File: src/rtl/ram_port_arbiter.sv
// ram_port_arbiter
// ----------------
// Shares one split-strobe RAM between two requesters. Port 0 is the processor
// core and port 1 is the program loader / debug access. The arbiter grants one
// request at a time, drives the RAM strobe sequence (strobe low for one cycle,
// high for one cycle, then capture) and returns a one-cycle acknowledge.
//
// Request/acknowledge handshake:
//   A requester raises req_p with we_p/addr_p/wdata_p valid. The arbiter samples
//   them on the grant edge; after that the requester inputs are don't-care.
//   Completion is a single-cycle ack_p pulse. A port whose ack_p is high is not
//   eligible in that cycle, so a requester that drops req_p on seeing ack_p is
//   never granted a second time by mistake. rdata_p is valid from ack_p and held
//   until that port's next read completes.
//
// Ports:
//   clock, reset_n          system clock, asynchronous active-low reset
//   req0/1, we0/1           request and write-enable (1 = write) per port
//   addr0/1, wdata0/1       access address and write data per port
//   ack0/1, rdata0/1        completion pulse and read result per port
//   hold0                   blocks new grants to port 0 (loader owns RAM)
//   busy                    high whenever an access is in flight
//   grant                   port currently or most recently served
//   read_from, write_into   RAM read / write addresses
//   write                   RAM write data
//   read_clock, write_clock RAM read / write strobes, idle high
//   read                    RAM read data (q)
//   state_dbg               current state encoding, for observation only
//
// All outputs are registered.

module ram_port_arbiter #(
  parameter int WORD_WIDTH = 32,
  parameter int ADDR_WIDTH = 10
) (
  input  logic                  clock,
  input  logic                  reset_n,

  input  logic                  req0,
  input  logic                  we0,
  input  logic [ADDR_WIDTH-1:0] addr0,
  input  logic [WORD_WIDTH-1:0] wdata0,
  output logic                  ack0,
  output logic [WORD_WIDTH-1:0] rdata0,
  input  logic                  hold0,

  input  logic                  req1,
  input  logic                  we1,
  input  logic [ADDR_WIDTH-1:0] addr1,
  input  logic [WORD_WIDTH-1:0] wdata1,
  output logic                  ack1,
  output logic [WORD_WIDTH-1:0] rdata1,

  output logic                  busy,
  output logic                  grant,

  output logic [ADDR_WIDTH-1:0] read_from,
  output logic [ADDR_WIDTH-1:0] write_into,
  output logic [WORD_WIDTH-1:0] write,
  output logic                  read_clock,
  output logic                  write_clock,
  input  logic [WORD_WIDTH-1:0] read,

  output logic [2:0]            state_dbg
);

  typedef enum logic [2:0] {
    IDLE   = 3'd0,
    RD_LO  = 3'd1,
    RD_HI  = 3'd2,
    RD_CAP = 3'd3,
    WR_LO  = 3'd4,
    WR_HI  = 3'd5
  } state_t;

  state_t state_q;
  state_t state_n;

  // Next values of the registered outputs.
  logic                  grant_n;
  logic                  busy_n;
  logic [ADDR_WIDTH-1:0] read_from_n;
  logic [ADDR_WIDTH-1:0] write_into_n;
  logic [WORD_WIDTH-1:0] write_n;
  logic                  read_clock_n;
  logic                  write_clock_n;
  logic                  ack0_n;
  logic                  ack1_n;
  logic [WORD_WIDTH-1:0] rdata0_n;
  logic [WORD_WIDTH-1:0] rdata1_n;

  // Eligibility: a port whose ack is still high is in the cycle where its
  // requester is dropping req, so it must not be granted again.
  logic                  elig0;
  logic                  elig1;
  logic                  pick;
  logic                  pick_we;
  logic [ADDR_WIDTH-1:0] pick_addr;
  logic [WORD_WIDTH-1:0] pick_wdata;

  assign elig0 = req0 & ~ack0 & ~hold0;
  assign elig1 = req1 & ~ack1;

  // Both eligible: serve the port that was not served last (round-robin).
  // Only one eligible: serve that one (elig1 selects port 1 directly).
  assign pick       = (elig0 & elig1) ? ~grant : elig1;
  assign pick_we    = pick ? we1    : we0;
  assign pick_addr  = pick ? addr1  : addr0;
  assign pick_wdata = pick ? wdata1 : wdata0;

  assign state_dbg = state_q;

  // Next-state and next-output logic.
  always_comb begin
    state_n       = state_q;
    grant_n       = grant;
    busy_n        = busy;
    read_from_n   = read_from;
    write_into_n  = write_into;
    write_n       = write;
    read_clock_n  = read_clock;
    write_clock_n = write_clock;
    ack0_n        = 1'b0;   // ack is a single-cycle pulse
    ack1_n        = 1'b0;
    rdata0_n      = rdata0;
    rdata1_n      = rdata1;

    case (state_q)
      IDLE: begin
        if (elig0 | elig1) begin
          grant_n = pick;
          busy_n  = 1'b1;
          if (pick_we) begin
            write_into_n = pick_addr;
            write_n      = pick_wdata;
            state_n      = WR_LO;
          end else begin
            read_from_n = pick_addr;
            state_n     = RD_LO;
          end
        end
      end

      RD_LO: begin
        read_clock_n = 1'b0;
        state_n      = RD_HI;
      end

      RD_HI: begin
        // Rising read strobe: RAM presents q for capture on the next edge.
        read_clock_n = 1'b1;
        state_n      = RD_CAP;
      end

      RD_CAP: begin
        if (grant) begin
          rdata1_n = read;
          ack1_n   = 1'b1;
        end else begin
          rdata0_n = read;
          ack0_n   = 1'b1;
        end
        busy_n  = 1'b0;
        state_n = IDLE;
      end

      WR_LO: begin
        write_clock_n = 1'b0;
        state_n       = WR_HI;
      end

      WR_HI: begin
        // Rising write strobe commits the latched address/data.
        write_clock_n = 1'b1;
        if (grant) begin
          ack1_n = 1'b1;
        end else begin
          ack0_n = 1'b1;
        end
        busy_n  = 1'b0;
        state_n = IDLE;
      end

      default: begin
        read_clock_n  = 1'b1;
        write_clock_n = 1'b1;
        busy_n        = 1'b0;
        state_n       = IDLE;
      end
    endcase
  end

  // State and output registers. Reset aborts any access without an ack.
  // Forcing write_clock high during WR_HI is a rising strobe edge, so a write
  // interrupted there still lands in the RAM; an interrupted read is harmless.
  // grant resets to 1 so that port 0 wins the first contention.
  always_ff @(posedge clock or negedge reset_n) begin
    if (!reset_n) begin
      state_q     <= IDLE;
      grant       <= 1'b1;
      busy        <= 1'b0;
      read_from   <= '0;
      write_into  <= '0;
      write       <= '0;
      read_clock  <= 1'b1;
      write_clock <= 1'b1;
      ack0        <= 1'b0;
      ack1        <= 1'b0;
      rdata0      <= '0;
      rdata1      <= '0;
    end else begin
      state_q     <= state_n;
      grant       <= grant_n;
      busy        <= busy_n;
      read_from   <= read_from_n;
      write_into  <= write_into_n;
      write       <= write_n;
      read_clock  <= read_clock_n;
      write_clock <= write_clock_n;
      ack0        <= ack0_n;
      ack1        <= ack1_n;
      rdata0      <= rdata0_n;
      rdata1      <= rdata1_n;
    end
  end

endmodule
File: config.mk
export PLATFORM = sky130hd
export DESIGN_NAME = ram_port_arbiter
export DESIGN_NICKNAME = d
export VERILOG_FILES = /design/src/rtl/ram_port_arbiter.sv
export SDC_FILE = /design/constraint.sdc
export NUM_CORES = 1
export LEC_CHECK = 0
export ABC_AREA = 1
export BUFFER_PORTS_ARGS = -buffer_cell sky130_fd_sc_hd__buf_2
export CORE_ASPECT_RATIO = 0.75
export CORE_MARGIN = 2
export CORE_UTILIZATION = 47
export DETAILED_ROUTE_END_ITERATION = 12
export PLACE_DENSITY = 0.83
export SLEW_MARGIN = 30
export SYNTH_ARGS = -nofsm -noshare
export SYNTH_HDL_FRONTEND = slang
export SYNTH_SLANG_ARGS = --single-unit
File: constraint.sdc
create_clock -name clock -period 1.8 [get_ports clock]
set_input_delay 0.09 -clock clock [delete_from_list [all_inputs] [get_ports clock]]
set_output_delay 0.09 -clock clock [all_outputs]
set_load 0.005 [all_outputs]
== Yosys cells after proc, flatten, opt, wreduce, memory -nomap -nowiden ==
Cells that the tools add are included.
Widths: inputs -> output; s select.
Word-level totals
  flip-flop bits (word level): 125
  latch bits: 0
  bits in writable memories: 0
  bits in read-only memories: 0
  input bits: 123
  logic and storage cells: 55
  memories kept: 0
Operators by class
  add/sub/neg operators: 0
  multiply operators: 0
  divide/modulo/power cells: 0
  $lt $le $gt $ge: 0
  eq/ne operators: 6
  shifts and indexed selects: 0
  mux-type cells: 15
  bitwise operators: 11
  reductions and logical operators: 11
Operators with widths (number)
  $mux 32: 1
  $pmux 3 s4: 1
  $mux 10: 1
  $reduce_and 2->1: 4
  $reduce_or 4->1: 2
  $mux 1: 7
  $eq 3x2->1 const B: 2
  $eq 3x3->1 const B: 2
  $mux 3: 2
  $not 1->1: 6
  $pmux 1 s2: 3
  $reduce_and 3->1: 2
  $and 1x1->1: 4
  $eq 3x1->1 const B: 1
  $logic_not 3->1: 1
  $reduce_or 3->1: 1
  $ne 2x2->1 const B: 1
  $reduce_or 2->1: 1
  $or 1x1->1: 1

== Depth between registers and ports, before layout ==
Gate-level depths: netlist (run 1).
  depth after elaboration: 9
  mapped depth: 9
  gate-level depth less buffers: 8

== Worst setup path before layout (run 1) ==
Ideal clock, no wire load.
  kind: reg-to-reg
  start: reg grant
  end: reg write[0]
  data arrival time: 1346 ps
  data required time: 1735 ps
  setup slack: 389 ps
  stages on the path, launching flop included: 8
  path buffers: 1
  period minus slack after synthesis: 1411 ps
  cells stage by stage: dfstp_2 > nand4_4 > nand2_2 > nand2_2 > nand2_2 > buf_4 > nand3_1 > nand2_1
Between the ends
  longest elaborated chain between the ends: 4
  elaborated cells between the ends (all ways): 5
  classes of those cells: 3 x mux; 1 x bitwise; 1 x reduce/logical
RTL lines
  start: declaration: RTL line 55  | output logic grant,
  start signal: assignment: RTL line 213  | grant <= grant_n;
  $not 1->1 (no source line) (*)
  $mux 1 (*): RTL line 106  | assign pick = (elig0 & elig1) ? ~grant : elig1;
  $mux 1: RTL line 107  | assign pick_we = pick ? we1 : we0;
  $reduce_and 3->1 (no source line)
  end signal: assignment: RTL line 217  | write <= write_n;
  end: declaration: RTL line 59  | output logic [WORD_WIDTH-1:0] write,
Every way passes the cells marked *; elsewhere a longest branch is shown, timed or not.
A chain may end at the register's enable or synchronous reset.

== Final worst setup path (run 1) ==
  start: reg state_q[1] (netlist: state_dbg[1])
  end: reg rdata1[13]
Between the ends
  longest elaborated chain between the ends: 2
RTL lines
  start: declaration: RTL line 76  | state_t state_q;
  start signal: assignment: RTL line 212  | state_q <= state_n;
  $eq 3x2->1: RTL line 128  | case (state_q)
  $reduce_and 2->1 (no source line)
  end signal: assignment: RTL line 223  | rdata1 <= rdata1_n;
  end: declaration: RTL line 52  | output logic [WORD_WIDTH-1:0] rdata1,
No other way between the ends.

==> run summary, run 1 <==
status: finished clean
filler cell count: 930
DR top layer: met4
crit-path max FO: 64
register area share after synthesis: 57.3%
Final nets: 1,066
Resize count post-CTS: 0
ratio of final minimum period to clock period: 91.8%
die area: 12,500 sq um
initial DRC count: 319
DRT Pass-1 Iters: 5
count leader, synth: nand2_1
met2 WL post-DR: 8.04 mm
Cell Area, Synth: 5460 sq um
die width: 128 microns
crit path DAT: 1890 ps
Hold EP: write[4]
vias in the first global route: 5,322
syn_area_per_cell: 8.25 sq um
CTS Buf Count: 17
Fin Hold WS: 15.5 ps
num ports: 248
initial antenna violation count: 0
worst endpoint required time: 2040 ps
Hold Crit Class: in -> reg
# DRC: 0
worst skew pair latency: 400 ps
wire per inst: 14.8 microns
Post-synth EDFFs: 0
M1 WL: 6.93 mm
Multi-input gate area: 1990 sq um
CTS max path bufs: 2
Final Slew Violations: 0
Cell Count, Final, Fillers Out: 1,100
GRT Util Overall: 26.6%
CP Launch Type: flop
Synth area leader: dfrtp_1
cells taking the most area after synthesis: dfrtp_1 (56%), nand2_1 (19%), nand3_1 (9.0%)
first-pass GRT wire length: 26.1 mm
flop-to-flop setup slack: 150 ps
Critical R2R Capture: rdata1[13]
Setup TNS: 0 ps
Rows: 34
port bufs: 247
GPL Wtd Cong: 0.805
Placed Cells: 1,028
MaxCap Viol Count: 0
H-tree Lvls: 4
largest net degree at the start of global routing: 65
Num Clock Sinks: 125
CTS root buffer: clkbuf_16
starting density of the core: 47.7%
Final HPWL DP: 10.8 mm
Area growth syn-to-layout: 45.5%
postcts setup bufs: 0
synth warn: 0
Pwr Density: 1720 nW/um^2
leak pwr: 0.00457 uW
Cells after Synth: 662
critical path endpoint category: flop
Slew HR: 61.3%
post-route ant nets: 0
GR Overflow Total: 0
final hold viol count: 0
met3 wire len: 760 microns
Synth Flop Type: dfrtp_1
clock skew: 6.22 ps
Reg2Reg Launch Point: state_dbg[1]
Register-to-Register Path Depth: 6
syn_nets: 785
post-synth top area share: 55.9%
min cycle time layout: 1650 ps
Cell variety after synth: 20
final setup violation count: 0
hold path cells: 5
Fmax: 0.605 GHz
Reg area: 3130 sq um
total number of vias: 5,553
FF+latch count, synth: 125
Worst Min Path Start: wdata0[4]
Synth async-reset ratio: 100%
WL final: 16.2 mm
WS Path Type: reg -> reg
layout cells sized above 1: 32.1%
CTS tree: done
total power: 13,700 uW
RSZ-0062 raised after global routing: false
Die Y: 97.4 microns
core area: 11,400 sq um
Vias per Instance: 5.05
diodes inserted: 0
clock slew at reported path FFs: 60 ps
most frequent cells after synthesis: nand2_1 (270), dfrtp_1 (122), nand3_1 (98)
Slew @ Worst Pin: 580 ps
VDD IR-drop max: 1.12 mV
## registers in the layout, summed over array words and instances, names as in the netlist, 3 cells and up
signal / count
read_from: 10
write_into: 10
state_dbg: 3
write: 32
rdata1: 32
rdata0: 32
## final cells by class
type / count / share of cell area (%)
Sequential cell: 125 / 39.4
Timing Repair Buffer: 302 / 23.3
Multi-Input combinational cell: 454 / 25.0
Clock buffer: 19 / 5.57
Inverter: 43 / 2.03
Clock inverter: 13 / 2.36
Tap cell: 144 / 2.27
## stage by stage
step / worst slack, ps / instance area (sq um) / utilization [%]
detailed placement: 151 / 6900 / 60.3
finish: 147 / 7950 / 69.5
global placement: 160 / 6900 / 60.3
floorplan: 389 / 5460 / -
CTS: 140 / 7920 / 69.2
global route: 10.7 / 7950 / 69.5
## power breakdown
part           total [uW]  switching (uW)  internal [uW]
clock network        3620            1260           2360
logic                4990            2820           2180
registers            5070             812           4260
## cells in the final DEF (no fill, tap or decap), drive strengths merged, types with 3 or more instances in the layout
| master | Yosys | layout |
|---|---|---|
| buf | 20 | 262 |
| bufinv | 0 | 4 |
| clkbuf | 20 | 20 |
| clkinv | 0 | 4 |
| clkinvlp | 0 | 3 |
| dfrtp | 122 | 122 |
| dfstp | 3 | 3 |
| dlygate4sd3 | 0 | 39 |
| inv | 43 | 45 |
| nand2 | 273 | 273 |
| nand3 | 100 | 100 |
| nor2 | 9 | 9 |
| o21ai | 66 | 66 |
## worst max-delay path, cell delays in order (launching register included)
cell and delay, ps:
dfrtp_1 380, buf_4 160, nand2_1 80, nor2_1 80, nand2_2 70, buf_4 470, o21ai_0 230
## worst max path at each step
stage	start	end	slack, ps	cells past startpoint
final	state_dbg[1]	rdata1[13]	150	6
after global placement	state_dbg[0]	read_from[7]	160	7
after CTS	state_dbg[0]	read_from[7]	140	7
after detailed placement	ack1	read_from[9]	150	7
after global routing	state_dbg[1]	rdata1[13]	10	6
after floorplan	grant	write[0]	390	7
## what timing repair did
item | CTS | global route
endpoints found under the hold margin | 102 | 0
hold buffers | 39 | 0
setup endpoints to repair | 0 | 1
## per-layer routing
| layer | up-vias | track usage (%) |
|---|---|---|
| met5 | - | 0 |
| met1 | 2651 | 33.6 |
| met2 | 193 | 45.4 |
| li1 | 2665 | - |
| met3 | 44 | 4.24 |
| met4 | 0 | 11.4 |
## kinds of logic after synthesis
family,count (synthesis),synth area share (%)
AOI/OAI and AO/OA,69,6.46
buffers and inverters,83,6.60
DFF,125,57.3
and+or+nand+nor,385,29.6
(Power assumes the default switching activity.)
==> run 2, diff against run 1 <==
ABC_AREA = default   (was 1)
==> run summary, run 2 <==
status: finished, violations left
failing checks: setup timing
CP Launch Type: flop
Synth area leader: dfrtp_1
Num Clock Sinks: 125
Pwr Density: 1740 nW/um^2
filler cell count: 795
# DRC: 0
Reg area: 3130 sq um
initial DRC count: 102
Cell Area, Synth: 5600 sq um
Slew HR: 63.9%
Vias per Instance: 4.85
vias in the first global route: 4,483
synth warn: 0
port bufs: 247
commonest cells after routing, fill and taps aside: buf_2 (246), dfrtp_1 (122), mux2_2 (82)
final hold viol count: 0
Final Slew Violations: 0
count leader, synth: dfrtp_1
clock skew: 8.61 ps
Final HPWL DP: 10.3 mm
met2 Use GR: 40.1%
Register-to-Register Path Depth: 6
syn_area_per_cell: 16.5 sq um
Multi-input gate area: 2320 sq um
DRT Pass-1 Iters: 4
WS Path Type: reg -> reg
Slew @ Worst Pin: 542 ps
top flop regs: rdata0 (32), rdata1 (32), write (32)
core area: 11,600 sq um
most common cell after layout, fill and taps aside: buf_2
critical path endpoint category: flop
GRT Util Overall: 22.3%
met1 Use GR: 25.1%
wire per inst: 17.3 microns
Cells after Synth: 339
die area: 12,800 sq um
post-synth top area share: 54.5%
largest net degree at the start of global routing: 47
initial antenna violation count: 2
GR Overflow Total: 0
die width: 130 microns
worst skew pair latency: 400 ps
Final nets: 773
VDD IR-drop max: 0.838 mV
Cell variety after synth: 35
Synth async-reset ratio: 100%
starting density of the core: 48.2%
FF+latch count, synth: 125
Die Y: 98.5 microns
CTS Buf Count: 17
Fin Hold WS: 47.5 ps
ratio of final minimum period to clock period: 101%
worst endpoint required time: 2080 ps
first-pass GRT wire length: 22.0 mm
cells taking the most area after synthesis: dfrtp_1 (55%), mux2_4 (20%), mux2_2 (16%)
post-route ant nets: 0
CTS tree: done
Rows: 34
Fmax: 0.552 GHz
num ports: 248
Post-synth EDFFs: 0
GRT Max-Usage Layer: met2
clock slew at reported path FFs: 60 ps
flop-to-flop setup slack: -10 ps
syn_nets: 462
final setup violation count: 8
crit-path max FO: 16
pre-CTS setup slack: -17.0 ps
WL final: 14.3 mm
crit path DAT: 2090 ps
H-tree Lvls: 4
final setup margin: -11.7 ps
Synth Flop Type: dfrtp_1
CTS max path bufs: 2
total power: 14,300 uW
Hold Crit Class: in -> reg
GPL Wtd Cong: 0.832
fin util: 70.8%
min cycle time layout: 1810 ps
most frequent cells after synthesis: dfrtp_1 (122), mux2_2 (82), mux2_4 (74)
total number of vias: 4,009
hold path cells: 3
Area growth syn-to-layout: 46.9%
leak pwr: 0.00408 uW
register area share after synthesis: 55.9%
RSZ-0062 raised after global routing: true
layout cells sized above 1: 72.2%
CTS root buffer: clkbuf_16
met3 GRT Util: 5.16%
MaxCap Viol Count: 0
==> run 2: cell count changes after synthesis, sizes merged, moves of 2 or more <==
cell / previous run / this run
clkbuf: 20 / 1
nand2: 273 / 2
mux2: 0 / 158
buf: 20 / 18
inv: 43 / 2
o21ai: 66 / 2
a21oi: 1 / 4
nand3: 100 / 2
==> run 2: critical path: stages (launching register included) <==
cell and delay [ps]:
dfstp_2 550, nand4bb_4 120, a21bo_2 240, a21oi_4 150, buf_12 190, buf_12 150
mux2_4 300
==> run 2: cell type report <==
class	instances	share of cell area [%]
Multi-Input combinational cell	193	28.2
Timing Repair Buffer	311	23.7
Sequential cell	125	38.1
Antenna cell	2	0.0609
Tap cell	162	2.47
Clock buffer	18	5.34
Inverter	2	0.0913
Clock inverter	13	2.01
==> run 2: through the flow <==
stage | instances | TNS, ps | area (sq um)
detailed placement | 755 | -220 | 7200
global placement | 755 | 0 | 7200
floorplan | 339 | -13.6 | 5610
finish | 826 | -35.4 | 8220
global route | 826 | -1050 | 8220
CTS | 821 | -122 | 8170
==> run 2: path summary, 6_finish.rpt <==
check / from / endpoint
min reg2reg: write_clock / write_clock
max: grant / write[2]
min: wdata0[25] / write[25]
max in group asynchronous: reset_n / rdata1[15]
max reg2reg: grant / write[2]
min in group asynchronous: reset_n / write_into[6]
==> run 2: cell families (layout without fill, tap and decap cells) <==
kind of cell,after synthesis,count (layout),share of synthesized area [%]
AOI/OAI and AO/OA,13,13,1.77
xor gates and xnor gates,2,2,0.313
buffers and inverters,21,344,3.06
DFF,125,125,55.9
muxes,158,158,36.7
other,0,2,0
and+or+nand+nor,20,20,2.17
==> run 2: where the power goes <==
group	total, uW	internal (uW)	switching (uW)
clock	3470	2210	1260
combinational	5740	3510	2230
sequential	5090	4290	805
==> run 2: what timing repair did <==
action | 4_1_cts | 5_1_grt
buffers inserted | 2 | 2
endpoints found under the hold margin | 100 | 0
cloned | 0 | 1
setup endpoints to repair | 38 | 39
hold buffers | 33 | 0
resized for setup | 2 | 2
==> run 2: per-layer routing <==
metal	part of all wire (%)	vias to the layer above
li1	-	1839
met1	40	2009
met2	54	135
met3	4.0	26
met4	2.0	0
met5	0	-
==> run 3, diff against run 2 <==
ABC_AREA = 1   (was default)
RECOVER_POWER = 100   (was default)
==> run summary, run 3 (synthesized netlist as in run 1, its figures left out) <==
status: finished clean
final hold viol count: 0
filler cell count: 976
clock skew: 6.16 ps
WS Path Type: reg -> reg
Slew @ Worst Pin: 974 ps
Area growth syn-to-layout: 43.1%
DRT Pass-1 Iters: 6
Fin Hold WS: 17.1 ps
initial antenna violation count: 0
GRT Util Overall: 26.6%
die width: 128 microns
VDD IR-drop max: 1.11 mV
layout cells sized above 1: 24.4%
clock slew at reported path FFs: 60 ps
CTS root buffer: clkbuf_16
fin util: 68.3%
total number of vias: 5,546
core area: 11,400 sq um
Rows: 34
min cycle time layout: 1660 ps
GPL Wtd Cong: 0.805
ratio of final minimum period to clock period: 92.2%
worst skew pair latency: 400 ps
final setup violation count: 0
RSZ-0062 raised after global routing: false
commonest cells after routing, fill and taps aside: nand2_1 (269), buf_2 (176), dfrtp_1 (122)
Slew HR: 35.1%
top flop regs: rdata0 (32), rdata1 (32), write (32)
Final HPWL DP: 10.8 mm
Pwr Density: 1720 nW/um^2
vias in the first global route: 5,322
Resize count post-CTS: 0
Die Y: 97.4 microns
Cell Count, Final, Fillers Out: 1,100
Hold Crit Class: in -> reg
diodes inserted: 0
Fmax: 0.602 GHz
H-tree Lvls: 4
Multi-input gate area: 1990 sq um
port bufs: 247
Final nets: 1,066
GR Overflow Total: 0
Num Clock Sinks: 125
Vias per Instance: 5.04
num ports: 248
# DRC: 0
critical path endpoint category: flop
CTS tree: done
die area: 12,500 sq um
CTS max path bufs: 2
first-pass GRT wire length: 26.1 mm
leak pwr: 0.00432 uW
CP Launch Type: flop
Final Slew Violations: 0
MaxCap Viol Count: 0
worst endpoint required time: 2080 ps
CTS Buf Count: 17
initial DRC count: 308
Reg area: 3130 sq um
post-route ant nets: 0
largest net degree at the start of global routing: 65
crit path DAT: 1940 ps
Placed Cells: 1,028
starting density of the core: 47.7%
crit-path max FO: 30
WL final: 16.2 mm
total power: 13,400 uW
wire per inst: 14.8 microns
Setup TNS: 0 ps
most common cell after layout, fill and taps aside: nand2_1
==> run 3: changes by cell type in the layout (fill, tap and decap cells not counted), sizes merged, moves of 41 or more <==
cell    change
mux2      -158
clkbuf     +75
nand2     +271
nand3      +98
inv        +41
o21ai      +64
buf        -89
==> run 3: final cells by class <==
class	count	area share (%)
Clock buffer	19	5.67
Multi-Input combinational cell	454	25.4
Inverter	43	2.06
Sequential cell	125	40.1
Timing Repair Buffer	302	22.1
Tap cell	144	2.31
Clock inverter	13	2.40
==> run 3: final timing paths <==
check / to / from / slack, ps / cells past startpoint
min: write[4] / wdata0[4] / 20 / 5
max in group asynchronous: read_clock / reset_n / 290 / 3
max: write[11] / ack1 / 140 / 7
min reg2reg: write[28] / write[28] / 470 / 2
min in group asynchronous: rdata0[4] / reset_n / 390 / 2
max reg2reg: write[11] / ack1 / 140 / 7
==> run 3: critical path, stage by stage (launching register included) <==
cell	delay, ps
dfrtp_1	400
nor2_4	210
inv_1	120
a21oi_4	260
nand3_2	170
buf_6	220
nand2_1	80
nand2_1	70
==> run 3: where the power goes <==
part           switching [uW]  internal, uW  total [uW]  leakage (uW)
registers                 840          4250        5090       0.00155
clock network            1250          2360        3610      0.000300
logic                    2810          1930        4740       0.00246
==> run 3: metrics by stage <==
step	worst slack [ps]	instance area [sq um]
2_1_floorplan	389	5460
3_3_place_gp	160	6900
3_5_place_dp	151	6900
4_1_cts	140	7920
5_1_grt	7.45	7820
6_report	140	7820
==> run 3: timing repair <==
action | in CTS | in global routing
endpoints found under the setup margin | 0 | 1
hold buffers | 39 | 0
setup buffers | 0 | 0
hold endpoints to repair | 102 | 0
==> run 3: per-layer routing <==
metal | track usage (%) | share of wire [%] | vias up
li1 | - | - | 2662
met1 | 33.6 | 43 | 2647
met2 | 45.4 | 49 | 193
met3 | 4.24 | 4.7 | 44
met4 | 11.4 | 3.1 | 0
met5 | 0 | 0 | -
